==> config.mk <==
export PLATFORM = sky130hd
export DESIGN_NAME = vending_machine_param_flat
export DESIGN_NICKNAME = d
export VERILOG_FILES = /design/src/rtl/vending_machine_param_pkg.sv /design/src/rtl/vending_machine_param_if.sv /design/src/rtl/vending_machine_param_stock_bank.sv /design/src/rtl/vending_machine_param.sv /design/src/flat_wrapper.sv
export SDC_FILE = /design/constraint.sdc
export NUM_CORES = 1
export LEC_CHECK = 0
export CORE_ASPECT_RATIO = 1.2
export CORE_MARGIN = 2
export CORE_UTILIZATION = 55
export DETAILED_ROUTE_END_ITERATION = 10
export PLACE_DENSITY = 0.88
export SLEW_MARGIN = 20
export SYNTH_ARGS = -nofsm -noshare
export SYNTH_HDL_FRONTEND = slang
export SYNTH_SLANG_ARGS = --single-unit
==> constraint.sdc <==
create_clock -name clk -period 3.4 [get_ports clk]
set_clock_uncertainty 0.15 [all_clocks]
set_input_delay 0.34 -clock clk [delete_from_list [all_inputs] [get_ports clk]]
set_output_delay 0.34 -clock clk [all_outputs]
set_load 0.1 [all_outputs]
==> src/rtl/vending_machine_param_pkg.sv <==
// vm_pkg: shared state encoding, coin codes and coin decoding for the vending controller
package vm_pkg;
    typedef enum logic [2:0] {S_IDLE, S_PAY, S_VEND, S_CHANGE, S_REFUND} state_e;
    localparam logic [2:0] COIN_1  = 3'b001;
    localparam logic [2:0] COIN_5  = 3'b010;
    localparam logic [2:0] COIN_10 = 3'b100;
    typedef struct packed {
        logic       ok;
        logic [3:0] value;
    } coin_t;
    function automatic coin_t coin_value(input logic [2:0] code);
        coin_t c;
        c.ok    = code inside {COIN_1, COIN_5, COIN_10};
        c.value = code == COIN_1 ? 4'd1 : code == COIN_5 ? 4'd5 : code == COIN_10 ? 4'd10 : 4'd0;
        return c;
    endfunction
endpackage

==> src/rtl/vending_machine_param_if.sv <==
// vending_machine_param_if: purchase, coin, restock and status signals of the vending controller
interface vending_machine_param_if #(
    parameter int NUM_ITEMS = 5,
    parameter int SEL_W     = 3,
    parameter int QTY_W     = 2,
    parameter int STOCK_W   = 4,
    parameter int CREDIT_W  = 7
);
    logic                         sel_valid;
    logic [SEL_W-1:0]             item_sel;
    logic [QTY_W-1:0]             amt_sel;
    logic                         coin_valid;
    logic [2:0]                   coin;
    logic                         confirm;
    logic                         cancel;
    logic                         restock;
    logic [NUM_ITEMS*STOCK_W-1:0] stock;
    logic [CREDIT_W-1:0]          credit;
    logic                         vend_valid;
    logic [SEL_W-1:0]             vend_item;
    logic [QTY_W-1:0]             vend_qty;
    logic                         change_valid;
    logic [CREDIT_W-1:0]          change;
    logic                         coin_reject;
    logic                         err;
    logic [2:0]                   state;
    modport master (
        output sel_valid, item_sel, amt_sel, coin_valid, coin, confirm, cancel, restock,
        input  stock, credit, vend_valid, vend_item, vend_qty, change_valid, change, coin_reject, err, state
    );
    modport slave (
        input  sel_valid, item_sel, amt_sel, coin_valid, coin, confirm, cancel, restock,
        output stock, credit, vend_valid, vend_item, vend_qty, change_valid, change, coin_reject, err, state
    );
endinterface

==> src/rtl/vending_machine_param_stock_bank.sv <==
// vm_stock_bank: per-item stock counters with saturating restock and vend decrement
module vm_stock_bank #(
    parameter int NUM_ITEMS  = 5,
    parameter int SEL_W      = 3,
    parameter int QTY_W      = 2,
    parameter int STOCK_W    = 4,
    parameter int INIT_STOCK = 3
) (
    input  logic                         clk,
    input  logic                         rst,
    input  logic                         restock_i,
    input  logic [SEL_W-1:0]             rs_item_i,
    input  logic [QTY_W-1:0]             rs_amt_i,
    input  logic                         vend_i,
    input  logic [SEL_W-1:0]             vd_item_i,
    input  logic [QTY_W-1:0]             vd_qty_i,
    input  logic [SEL_W-1:0]             sel_item_i,
    output logic [STOCK_W-1:0]           sel_stock_o,
    output logic [NUM_ITEMS*STOCK_W-1:0] stock_o
);
    for (genvar i = 0; i < NUM_ITEMS; i++) begin : g_slot
        logic [STOCK_W-1:0] stk_q;
        logic [STOCK_W:0]   sum;
        logic [STOCK_W-1:0] dec;
        assign sum = {1'b0, stk_q} + (STOCK_W+1)'(rs_amt_i);
        assign dec = STOCK_W'(vd_qty_i) > stk_q ? '0 : stk_q - STOCK_W'(vd_qty_i);
        always_ff @(posedge clk) begin
            if (rst) stk_q <= STOCK_W'(INIT_STOCK);
            else if (restock_i && int'(rs_item_i) == i) stk_q <= sum[STOCK_W] ? '1 : sum[STOCK_W-1:0];
            else if (vend_i && int'(vd_item_i) == i) stk_q <= dec;
        end
        assign stock_o[i*STOCK_W +: STOCK_W] = stk_q;
    end
    assign sel_stock_o = stock_o[int'(sel_item_i)*STOCK_W +: STOCK_W];
endmodule

==> src/rtl/vending_machine_param.sv <==
// vending_machine_param: parametrised vending controller with credit, change, refund and restock
module vending_machine_param
    import vm_pkg::*;
#(
    parameter int                         NUM_ITEMS  = 5,
    parameter int                         SEL_W      = 3,
    parameter int                         QTY_W      = 2,
    parameter int                         STOCK_W    = 4,
    parameter int                         INIT_STOCK = 3,
    parameter int                         PRICE_W    = 6,
    parameter logic [NUM_ITEMS*PRICE_W-1:0] PRICES   = {6'd25, 6'd20, 6'd15, 6'd10, 6'd5},
    parameter int                         CREDIT_W   = 7
) (
    input logic                  clk,
    input logic                  rst,
    vending_machine_param_if.slave bus
);
    state_e                       state_q;
    logic [SEL_W-1:0]             item_q, vend_item_q, sel_idx;
    logic [QTY_W-1:0]             qty_q, vend_qty_q;
    logic [CREDIT_W-1:0]          credit_q, cost_q, change_q, credit_acc, sel_cost;
    logic                         vend_valid_q, change_valid_q, coin_reject_q, err_q;
    logic                         coin_ok, item_ok, sel_ok;
    logic [CREDIT_W:0]            coin_sum;
    logic [STOCK_W-1:0]           sel_stock;
    logic [PRICE_W-1:0]           price;
    logic [NUM_ITEMS*STOCK_W-1:0] stock;
    coin_t                        cv;
    assign cv         = coin_value(bus.coin);
    assign coin_sum   = {1'b0, credit_q} + (CREDIT_W+1)'(cv.value);
    assign coin_ok    = bus.coin_valid && cv.ok && state_q == S_PAY && !coin_sum[CREDIT_W];
    assign credit_acc = coin_ok ? coin_sum[CREDIT_W-1:0] : credit_q;
    assign item_ok    = int'(bus.item_sel) < NUM_ITEMS;
    assign sel_idx    = item_ok ? bus.item_sel : '0;
    assign sel_ok     = item_ok && bus.amt_sel != '0 &&
                        {{STOCK_W{1'b0}}, bus.amt_sel} <= {{QTY_W{1'b0}}, sel_stock};
    assign price      = PRICES[int'(sel_idx)*PRICE_W +: PRICE_W];
    assign sel_cost   = CREDIT_W'(price) * CREDIT_W'(bus.amt_sel);
    vm_stock_bank #(
        .NUM_ITEMS(NUM_ITEMS), .SEL_W(SEL_W), .QTY_W(QTY_W), .STOCK_W(STOCK_W), .INIT_STOCK(INIT_STOCK)
    ) u_bank (
        .clk(clk),
        .rst(rst),
        .restock_i(state_q == S_IDLE && bus.restock && item_ok),
        .rs_item_i(bus.item_sel),
        .rs_amt_i(bus.amt_sel),
        .vend_i(state_q == S_VEND),
        .vd_item_i(item_q),
        .vd_qty_i(qty_q),
        .sel_item_i(sel_idx),
        .sel_stock_o(sel_stock),
        .stock_o(stock)
    );
    // refund on cancel returns any coin accepted in the same cycle
    always_ff @(posedge clk) begin
        if (rst) begin
            state_q        <= S_IDLE;
            item_q         <= '0;
            qty_q          <= '0;
            cost_q         <= '0;
            credit_q       <= '0;
            change_q       <= '0;
            vend_item_q    <= '0;
            vend_qty_q     <= '0;
            vend_valid_q   <= 1'b0;
            change_valid_q <= 1'b0;
            coin_reject_q  <= 1'b0;
            err_q          <= 1'b0;
        end else begin
            vend_valid_q   <= 1'b0;
            change_valid_q <= 1'b0;
            err_q          <= 1'b0;
            coin_reject_q  <= bus.coin_valid && !coin_ok;
            credit_q       <= credit_acc;
            case (state_q)
                S_IDLE: begin
                    if (bus.restock) err_q <= !item_ok;
                    else if (bus.sel_valid && !sel_ok) err_q <= 1'b1;
                    else if (bus.sel_valid) begin
                        item_q  <= bus.item_sel;
                        qty_q   <= bus.amt_sel;
                        cost_q  <= sel_cost;
                        state_q <= S_PAY;
                    end
                end
                S_PAY: begin
                    if (bus.cancel) begin
                        state_q        <= S_REFUND;
                        change_valid_q <= 1'b1;
                        change_q       <= credit_acc;
                        credit_q       <= '0;
                    end else if (bus.confirm && credit_q >= cost_q) begin
                        state_q      <= S_VEND;
                        vend_valid_q <= 1'b1;
                        vend_item_q  <= item_q;
                        vend_qty_q   <= qty_q;
                    end
                end
                S_VEND: begin
                    state_q        <= S_CHANGE;
                    change_valid_q <= 1'b1;
                    change_q       <= credit_q - cost_q;
                    credit_q       <= '0;
                end
                default: state_q <= S_IDLE;
            endcase
        end
    end
    assign bus.stock        = stock;
    assign bus.credit       = credit_q;
    assign bus.vend_valid   = vend_valid_q;
    assign bus.vend_item    = vend_item_q;
    assign bus.vend_qty     = vend_qty_q;
    assign bus.change_valid = change_valid_q;
    assign bus.change       = change_q;
    assign bus.coin_reject  = coin_reject_q;
    assign bus.err          = err_q;
    assign bus.state        = state_q;
endmodule

==> src/flat_wrapper.sv <==
// flat-port wrapper written by rule: the top's interface ports become plain ports
module vending_machine_param_flat import vm_pkg::*;
#(
    parameter int                         NUM_ITEMS  = 5,
    parameter int                         SEL_W      = 3,
    parameter int                         QTY_W      = 2,
    parameter int                         STOCK_W    = 4,
    parameter int                         INIT_STOCK = 3,
    parameter int                         PRICE_W    = 6,
    parameter logic [NUM_ITEMS*PRICE_W-1:0] PRICES   = {6'd25, 6'd20, 6'd15, 6'd10, 6'd5},
    parameter int                         CREDIT_W   = 7
)
  (clk, rst, bus_sel_valid, bus_item_sel, bus_amt_sel, bus_coin_valid, bus_coin, bus_confirm, bus_cancel, bus_restock, bus_stock, bus_credit, bus_vend_valid, bus_vend_item, bus_vend_qty, bus_change_valid, bus_change, bus_coin_reject, bus_err, bus_state);
  vending_machine_param_if #(.NUM_ITEMS(NUM_ITEMS), .SEL_W(SEL_W), .QTY_W(QTY_W), .STOCK_W(STOCK_W), .CREDIT_W(CREDIT_W)) bus_i ();
  input logic clk;
  input logic rst;
  input wire logic [$bits(bus_i.sel_valid)-1:0] bus_sel_valid;
  input wire logic [$bits(bus_i.item_sel)-1:0] bus_item_sel;
  input wire logic [$bits(bus_i.amt_sel)-1:0] bus_amt_sel;
  input wire logic [$bits(bus_i.coin_valid)-1:0] bus_coin_valid;
  input wire logic [$bits(bus_i.coin)-1:0] bus_coin;
  input wire logic [$bits(bus_i.confirm)-1:0] bus_confirm;
  input wire logic [$bits(bus_i.cancel)-1:0] bus_cancel;
  input wire logic [$bits(bus_i.restock)-1:0] bus_restock;
  output wire logic [$bits(bus_i.stock)-1:0] bus_stock;
  output wire logic [$bits(bus_i.credit)-1:0] bus_credit;
  output wire logic [$bits(bus_i.vend_valid)-1:0] bus_vend_valid;
  output wire logic [$bits(bus_i.vend_item)-1:0] bus_vend_item;
  output wire logic [$bits(bus_i.vend_qty)-1:0] bus_vend_qty;
  output wire logic [$bits(bus_i.change_valid)-1:0] bus_change_valid;
  output wire logic [$bits(bus_i.change)-1:0] bus_change;
  output wire logic [$bits(bus_i.coin_reject)-1:0] bus_coin_reject;
  output wire logic [$bits(bus_i.err)-1:0] bus_err;
  output wire logic [$bits(bus_i.state)-1:0] bus_state;
  assign bus_i.sel_valid = bus_sel_valid;
  assign bus_i.item_sel = bus_item_sel;
  assign bus_i.amt_sel = bus_amt_sel;
  assign bus_i.coin_valid = bus_coin_valid;
  assign bus_i.coin = bus_coin;
  assign bus_i.confirm = bus_confirm;
  assign bus_i.cancel = bus_cancel;
  assign bus_i.restock = bus_restock;
  assign bus_stock = bus_i.stock;
  assign bus_credit = bus_i.credit;
  assign bus_vend_valid = bus_i.vend_valid;
  assign bus_vend_item = bus_i.vend_item;
  assign bus_vend_qty = bus_i.vend_qty;
  assign bus_change_valid = bus_i.change_valid;
  assign bus_change = bus_i.change;
  assign bus_coin_reject = bus_i.coin_reject;
  assign bus_err = bus_i.err;
  assign bus_state = bus_i.state;
  vending_machine_param #(.NUM_ITEMS(NUM_ITEMS), .SEL_W(SEL_W), .QTY_W(QTY_W), .STOCK_W(STOCK_W), .INIT_STOCK(INIT_STOCK), .PRICE_W(PRICE_W), .PRICES(PRICES), .CREDIT_W(CREDIT_W)) u_core (.clk(clk), .rst(rst), .bus(bus_i));
endmodule
[After elaboration in Yosys (flattened, before gate mapping)]
Index checks and enable logic that the tools add are counted.
Storage, ports and cells
  register bits after elaboration: 58
  word-level logic and storage cells: 145
Operators by class
  add/subtract/negate cells: 12
  multiply operators: 2
  $lt $le $gt $ge: 8
  equal/unequal tests: 18
  shift operators: 2
  muxes and demuxes: 40
  bitwise operators: 5
  reductions and logical operators: 41
Operators with widths (count)
  $mux 4: 23
  $shiftx 30x32->6 const A: 1
  $pmux 7 s2: 2
  $add 4x2->5: 5
  $eq 3x3->1 const B: 7
  $mux 7: 3
  $gt 2x4->1: 5
  $logic_and 1x1->1: 20
  $shiftx 20x6->4: 1
  $sub 4x2->4: 5
  $mux 3: 6
  $reduce_bool 2->1: 7
  $eq 3x2->1 const B: 4
  $logic_not 3->1: 3
  $pmux 3 s3: 1
  $add 7x4->8: 1
  $ne 2x2->1 const B: 4
  $reduce_and 4->1: 2
  $ge 7x7->1: 1
  $mul 6x2->7: 1
  $sub 7x7->7: 1
  $eq 3x1->1 const B: 2
  $mul 3x2->5 const B: 1
  $not 1->1: 5
  other kinds (11): 17

[Logic depth before layout (Yosys ltp)]
  depth after elaboration: 10
  depth in mapped cells: 14
  depth with buffers taken out: 13

[Cells and area by module]
A second synthesis with hierarchy kept.
Second synthesis, totals
  cells, all modules: 566
  area total of the unflattened synthesis: 4649.5 um2
Modules (own cells, without submodules)
  vending_machine_param: instances 1, cells an instance 306, area an instance 2482.4 um2
  vm_stock_bank: instances 1, cells an instance 260, area an instance 2167.1 um2

[Least setup slack after synthesis]
OpenSTA, ideal clock, no wires.
  path type: register to register
  start: register u_core.u_bank.g_slot[3].stk_q[1]
  end: register u_core.item_q[1]
  data arrival time: 2860 ps
  slack: 262 ps
  stages on the path, launching flop included: 14
  buffers on the path: 1
  clock period less this slack: 3138 ps
  path through: dfxtp_1 mux2i_1 o21ai_0 nand2_1 o21ai_0 o21ai_0 ha_1 nor2b_1 a2bb2oi_1 nor2_1 o2bb2ai_2 buf_6 mux2i_1 nor2_1
On the way
  longest elaborated chain between the ends: 7
RTL lines
  start, declared: RTL line vending_machine_param_stock_bank.sv:22  | logic [STOCK_W-1:0] stk_q;
  start signal, assigned: RTL line vending_machine_param_stock_bank.sv:28  | if (rst) stk_q <= STOCK_W'(INIT_STOCK);
  $shiftx 20x6->4: RTL line vending_machine_param_stock_bank.sv:34  | assign sel_stock_o = stock_o[int'(sel_item_i)*STOCK_W +: STOCK_W];
  $le 2x4->1 (implied by the code): RTL line vending_machine_param.sv:36  | {{STOCK_W{1'b0}}, bus.amt_sel} <= {{QTY_W{1'b0}}, sel_stock};
  $logic_and 1x1->1: RTL line vending_machine_param.sv:35  | assign sel_ok = item_ok && bus.amt_sel != '0 &&
  $logic_not 1->1: RTL line vending_machine_param.sv:78  | else if (bus.sel_valid && !sel_ok) err_q <= 1'b1;
  $logic_and 1x1->1: RTL line vending_machine_param.sv:78
  $not 1->1 (no source line)
  $reduce_and 4->1 (no source line)
  end signal, assigned: RTL line vending_machine_param.sv:80  | item_q <= bus.item_sel;
  end, declared: RTL line vending_machine_param.sv:19  | logic [SEL_W-1:0] item_q, vend_item_q, sel_idx;
No other way between the ends.
A chain may end at the register's enable or synchronous reset.

[Worst setup path after layout]
  start: input port bus_item_sel[1]
  end: register u_core.cost_q[2]
On the way
  longest elaborated chain between the ends: 9
  elaborated cells on any way between the ends: 13
RTL lines
  start, declared: RTL line flat_wrapper.sv:18  | input wire logic [$bits(bus_i.item_sel)-1:0] bus_item_sel;
  parallel branches: the longest is 9 deep, another holds $mul 6x2->7
  end signal, assigned: RTL line vending_machine_param.sv:82  | cost_q <= sel_cost;
  end, declared: RTL line vending_machine_param.sv:21  | logic [CREDIT_W-1:0] credit_q, cost_q, change_q, credit_acc, sel_cost;
Parallel ways; which one is timed is not known.

==> flow_results.org <==
** Run status
- Status :: finished, final reports clean

** Routing
- In the routed design, unresolved DRC markers number 0.
- Routed WL per cell :: 16.3 µm
- The routed design has 11400 µm of wire.
- Detail Route Antenna Nets :: 0
- Vias per cell :: just over 6
- DR iter-0 viols :: about 290
- Via count :: 4236
- The first TritonRoute pass finished after 4 iterations.

** STA
- Final Critical Period :: 3030 ps
- RSZ-0062 raised after global routing :: false
- Final hold viol count :: 0
- For the pin with the worst max-slew slack, the measured transition is 987 ps.
- Setup violations remaining at the end of the flow were counted as 0.
- Portion of the clock cycle consumed by the worst path in the final layout :: 89.2%
- Setup total negative slack on the finished layout was measured at 0 ps.
- Slew Limit Headroom :: 34.0%
- The max-slew violation count is 0.
- Based on the critical path, the design can be clocked at up to 0.330 GHz.

** Clock tree
- Buffers inserted during clock tree synthesis total 9.
- The H-tree was split into 3 levels.
- Setup Fix Bufs, Post-CTS :: 0
- Count of cells resized by post-cts repair :: 0
- Clock transition at the register clock pins on the worst setup and hold paths after CTS :: 70 ps
- TritonCTS sink count :: 58
- TritonCTS built the clock tree.
- Clk_lat worst skew :: 350 ps
- Buffers inserted to repair hold after CTS numbered 0.
- The clock passes through at most 2 buffers.
- Clock tree synthesis selected as its root buffer the cell sky130_fd_sc_hd__clkbuf_8.

** Setup path
- Count of buffer and inverter cells on the critical path :: 1
- Maximum cell stage delay along the critical path :: 670 ps
- By startpoint and endpoint, the worst setup path is classified as input port to flip-flop.
- CP max-delay cell :: sky130_fd_sc_hd__clkdlybuf4s50_1
- Data on the critical path arrives at its endpoint at 3120 ps.
- In this run the register-to-register setup slack is around 610 ps.
- Cell Chain, Critical Path :: clkdlybuf4s50_1, nand2b_1, o22ai_1, o21ai_0, o21ai_0, ha_1, nor2b_1, a2bb2oi_1, nor2_1, o2bb2ai_2, nor2_1, a211oi_1
- STA classifies the critical path startpoint as an input port.
- STA puts the critical path data required time at 3480 ps.
- Startpoint of the worst register-to-register path :: u_core.u_bank.g_slot[1].stk_q[1]$_SDFFE_PP1P_
- The worst setup path is captured at a flip-flop.
- The endpoint identified for the worst register-to-register timing path is u_core.cost_q[2]$_SDFFE_PP0P_.
- Largest delay contributor family on the critical path :: compound AO/OA/AOI/OAI gates
- Maximum fanout encountered on the critical timing path :: 15
- R2r worst-path depth :: 12

** Final layout
- In the final layout, the share of cells above drive strength 1 is 8.37%.
- Post-layout instance count excluding filler cells :: 701
- Utilization of the core after routing :: 68.9%
- Area Overhead vs Synth :: 20.2%
- The final layout contains 671 nets.
- The number of antenna diodes in the final layout is 0.

** Logic synthesis
- Counting flops and latches in the post-synthesis netlist gives 58.
- The most common cell in the synthesized netlist is sky130_fd_sc_hd__nor2_1.
- Ranked by total cell area, the synthesized netlist is headed by sky130_fd_sc_hd__dfxtp_1 (26%), sky130_fd_sc_hd__ha_1 (11%), sky130_fd_sc_hd__fa_1 (5.9%), sky130_fd_sc_hd__nor2_1 (5.7%), sky130_fd_sc_hd__a21oi_1 (4.8%).
- Of all flip-flops after synthesis, the portion carrying an async set or reset was 0%.
- Proportion of netlist area held by the largest area contributor :: between 20% and 30%
- Top cell type by total area after synthesis :: sky130_fd_sc_hd__dfxtp_1
- The synthesized design contains 0 enable-type register cells.
- After synthesis the cells add up to 0.00444 mm².
- Yosys warns :: 0
- Number of standard cells after synthesis :: roughly 540
- Seq/Total Area, Yosys :: 26.1%
- Number of distinct library cells after synthesis :: 63
- Ranked by instance count, the synthesized netlist is headed by sky130_fd_sc_hd__nor2_1 (68), sky130_fd_sc_hd__dfxtp_1 (58), sky130_fd_sc_hd__a21oi_1 (43), sky130_fd_sc_hd__inv_1 (43), sky130_fd_sc_hd__ha_1 (38).
- The number of nets in the synthesized netlist is slightly above 600.
- A synthesized cell averages 8.18 µm².
- Ys flop type :: sky130_fd_sc_hd__dfxtp_1

** Global route
- Overflow after GRT :: 0
- Via count of the first global-routing pass :: 4201
- Global-route wire length before repair :: 19000 µm
- Global routing consumed, over all layers together, 27.1% of the routing resources.
- Entering global routing, the biggest net connects 47 pins.
- The initial antenna violation count was 0.

** Die
- The die is 102 µm tall.
- Core outline area :: 0.00775 mm²
- I/O pin count :: ~60
- Once the floorplan was initialized, standard cells occupied 57.3% of the core.
- Site row count :: 35
- Die footprint :: 0.00882 mm²
- Die outline width :: 86.0 µm

** Power
- Lkg Pwr :: about 2.3 nW
- Dividing total power by cell area gives a power density of ~360 mW/mm².
- Of the total power, registers draw 38.7%.
- IR Drop Worst-Case VDD :: about 0.25 mV
- Switching power :: 0.613 mW
- Switching share of power :: 32.3%
- Of the total power, combinational logic draws 23.5%.
- Part of the total power dissipated in the clock network :: a little under two fifths
- Internal power :: 1.29 mW

** Placement
- The number of placed instances, taps included, is 686.
- Port-buffer cells :: 60
- The HPWL after detailed placement is 8630 µm.
- Routability-driven placement finished with a final weighted congestion of about 0.94.

** Hold path
- Worst Hold Path EP :: u_core.bus.change[5]$_SDFFE_PP0P_
- Worst hold path stage count :: 2
- The startpoint identified for the worst hold timing path is rst.
- In this run the worst hold path is classified as input port to flip-flop.

** Run
- Max-cap violations in this run came to 0.
## layout by cell type (no fill, tap or decap), types with 13 or more instances in the layout
cell	count
sky130_fd_sc_hd__clkdlybuf4s50_1	53
sky130_fd_sc_hd__o21ai_0	28
sky130_fd_sc_hd__a211oi_1	21
sky130_fd_sc_hd__fa_1	13
sky130_fd_sc_hd__dfxtp_1	58
sky130_fd_sc_hd__nor2_1	68
sky130_fd_sc_hd__mux2i_1	20
sky130_fd_sc_hd__nor3_1	13
sky130_fd_sc_hd__buf_4	16
sky130_fd_sc_hd__nand2_1	31
sky130_fd_sc_hd__nor2b_1	13
sky130_fd_sc_hd__inv_1	43
sky130_fd_sc_hd__ha_1	38
sky130_fd_sc_hd__a21oi_1	43
sky130_fd_sc_hd__nand3_1	13
## power by group through the flow
stage / Sequential (mW) / Combinational [mW] / Clock (mW)
3_3_place_gp: 0.750 / 0.430 / 0
2_1_floorplan: 0.836 / 0.236 / 0
4_1_cts: 0.735 / 0.445 / 0.719
6_report: 0.736 / 0.447 / 0.717
3_5_place_dp: 0.750 / 0.443 / 0
5_1_grt: 0.739 / 0.489 / 0.746
## cell type report
class	instances	area, µm²
fillers	598	2410
clock buffers	10	138
inverters	43	161
repair buffers	70	656
multi-input cells	423	3030
clock inverters	5	78.8
flip-flops and latches	58	1160
well taps	92	115
## stage by stage
stage,worst slack (ps),area [µm²],hold slack (ps),power [mW]
after floorplan,262,4440,297,1.07
after global placement,223,5120,299,1.18
after detailed placement,97.0,5120,302,1.19
after CTS,384,5340,109,1.90
after global routing,134,5340,120,1.97
final,366,5340,116,1.90
## sequential cells by signal (all words and copies together), names as in the netlist
register,flops
u_core.bus.vend_valid,1
u_core.bus.vend_qty,2
u_core.bus.vend_item,3
u_core.bus.coin_reject,1
u_core.qty_q,2
u_core.bus.change_valid,1
u_core.bus.change,7
u_core.item_q,3
u_core.cost_q,7
u_core.u_bank.g_slot.stk_q,20
u_core.bus.err,1
u_core.bus.credit,7
u_core.bus.state,3
## per-layer routing
layer  track usage (%)  routed length (µm)
met4              12.1                 339
met5                 0                   0
met3              4.44                 595
met1              30.0                4690
met2              50.4                5820
## kinds of logic (layout without fill, tap and decap cells)
group,after synthesis,in the layout,synth area share [%]
adders and majority gates,51,51,16.6
AOI/OAI and AO/OA,147,147,21.1
buffers and inverters,62,128,5.69
DFF,58,58,26.1
muxes,21,21,4.76
and+or+nand+nor,192,192,23.4
xor gates and xnor gates,12,12,2.37
## worst max path at each step
stage                                                  startpoint                           endpoint  slack [ps]  depth (start not counted)
global placement                                  bus_item_sel[2]      u_core.cost_q[5]$_SDFFE_PP0P_         220                         14
floorplan           u_core.u_bank.g_slot[3].stk_q[1]$_SDFFE_PP1P_      u_core.item_q[1]$_SDFFE_PP0P_         260                         13
detailed placement                                    bus_coin[2]  u_core.bus.change[6]$_SDFFE_PP0P_         100                         10
CTS                                               bus_item_sel[1]      u_core.cost_q[2]$_SDFFE_PP0P_         380                         12
global route                                      bus_item_sel[1]      u_core.cost_q[2]$_SDFFE_PP0P_         130                         13
finish                                            bus_item_sel[1]      u_core.cost_q[2]$_SDFFE_PP0P_         370                         12
Power figures use the tool's default switching activity.
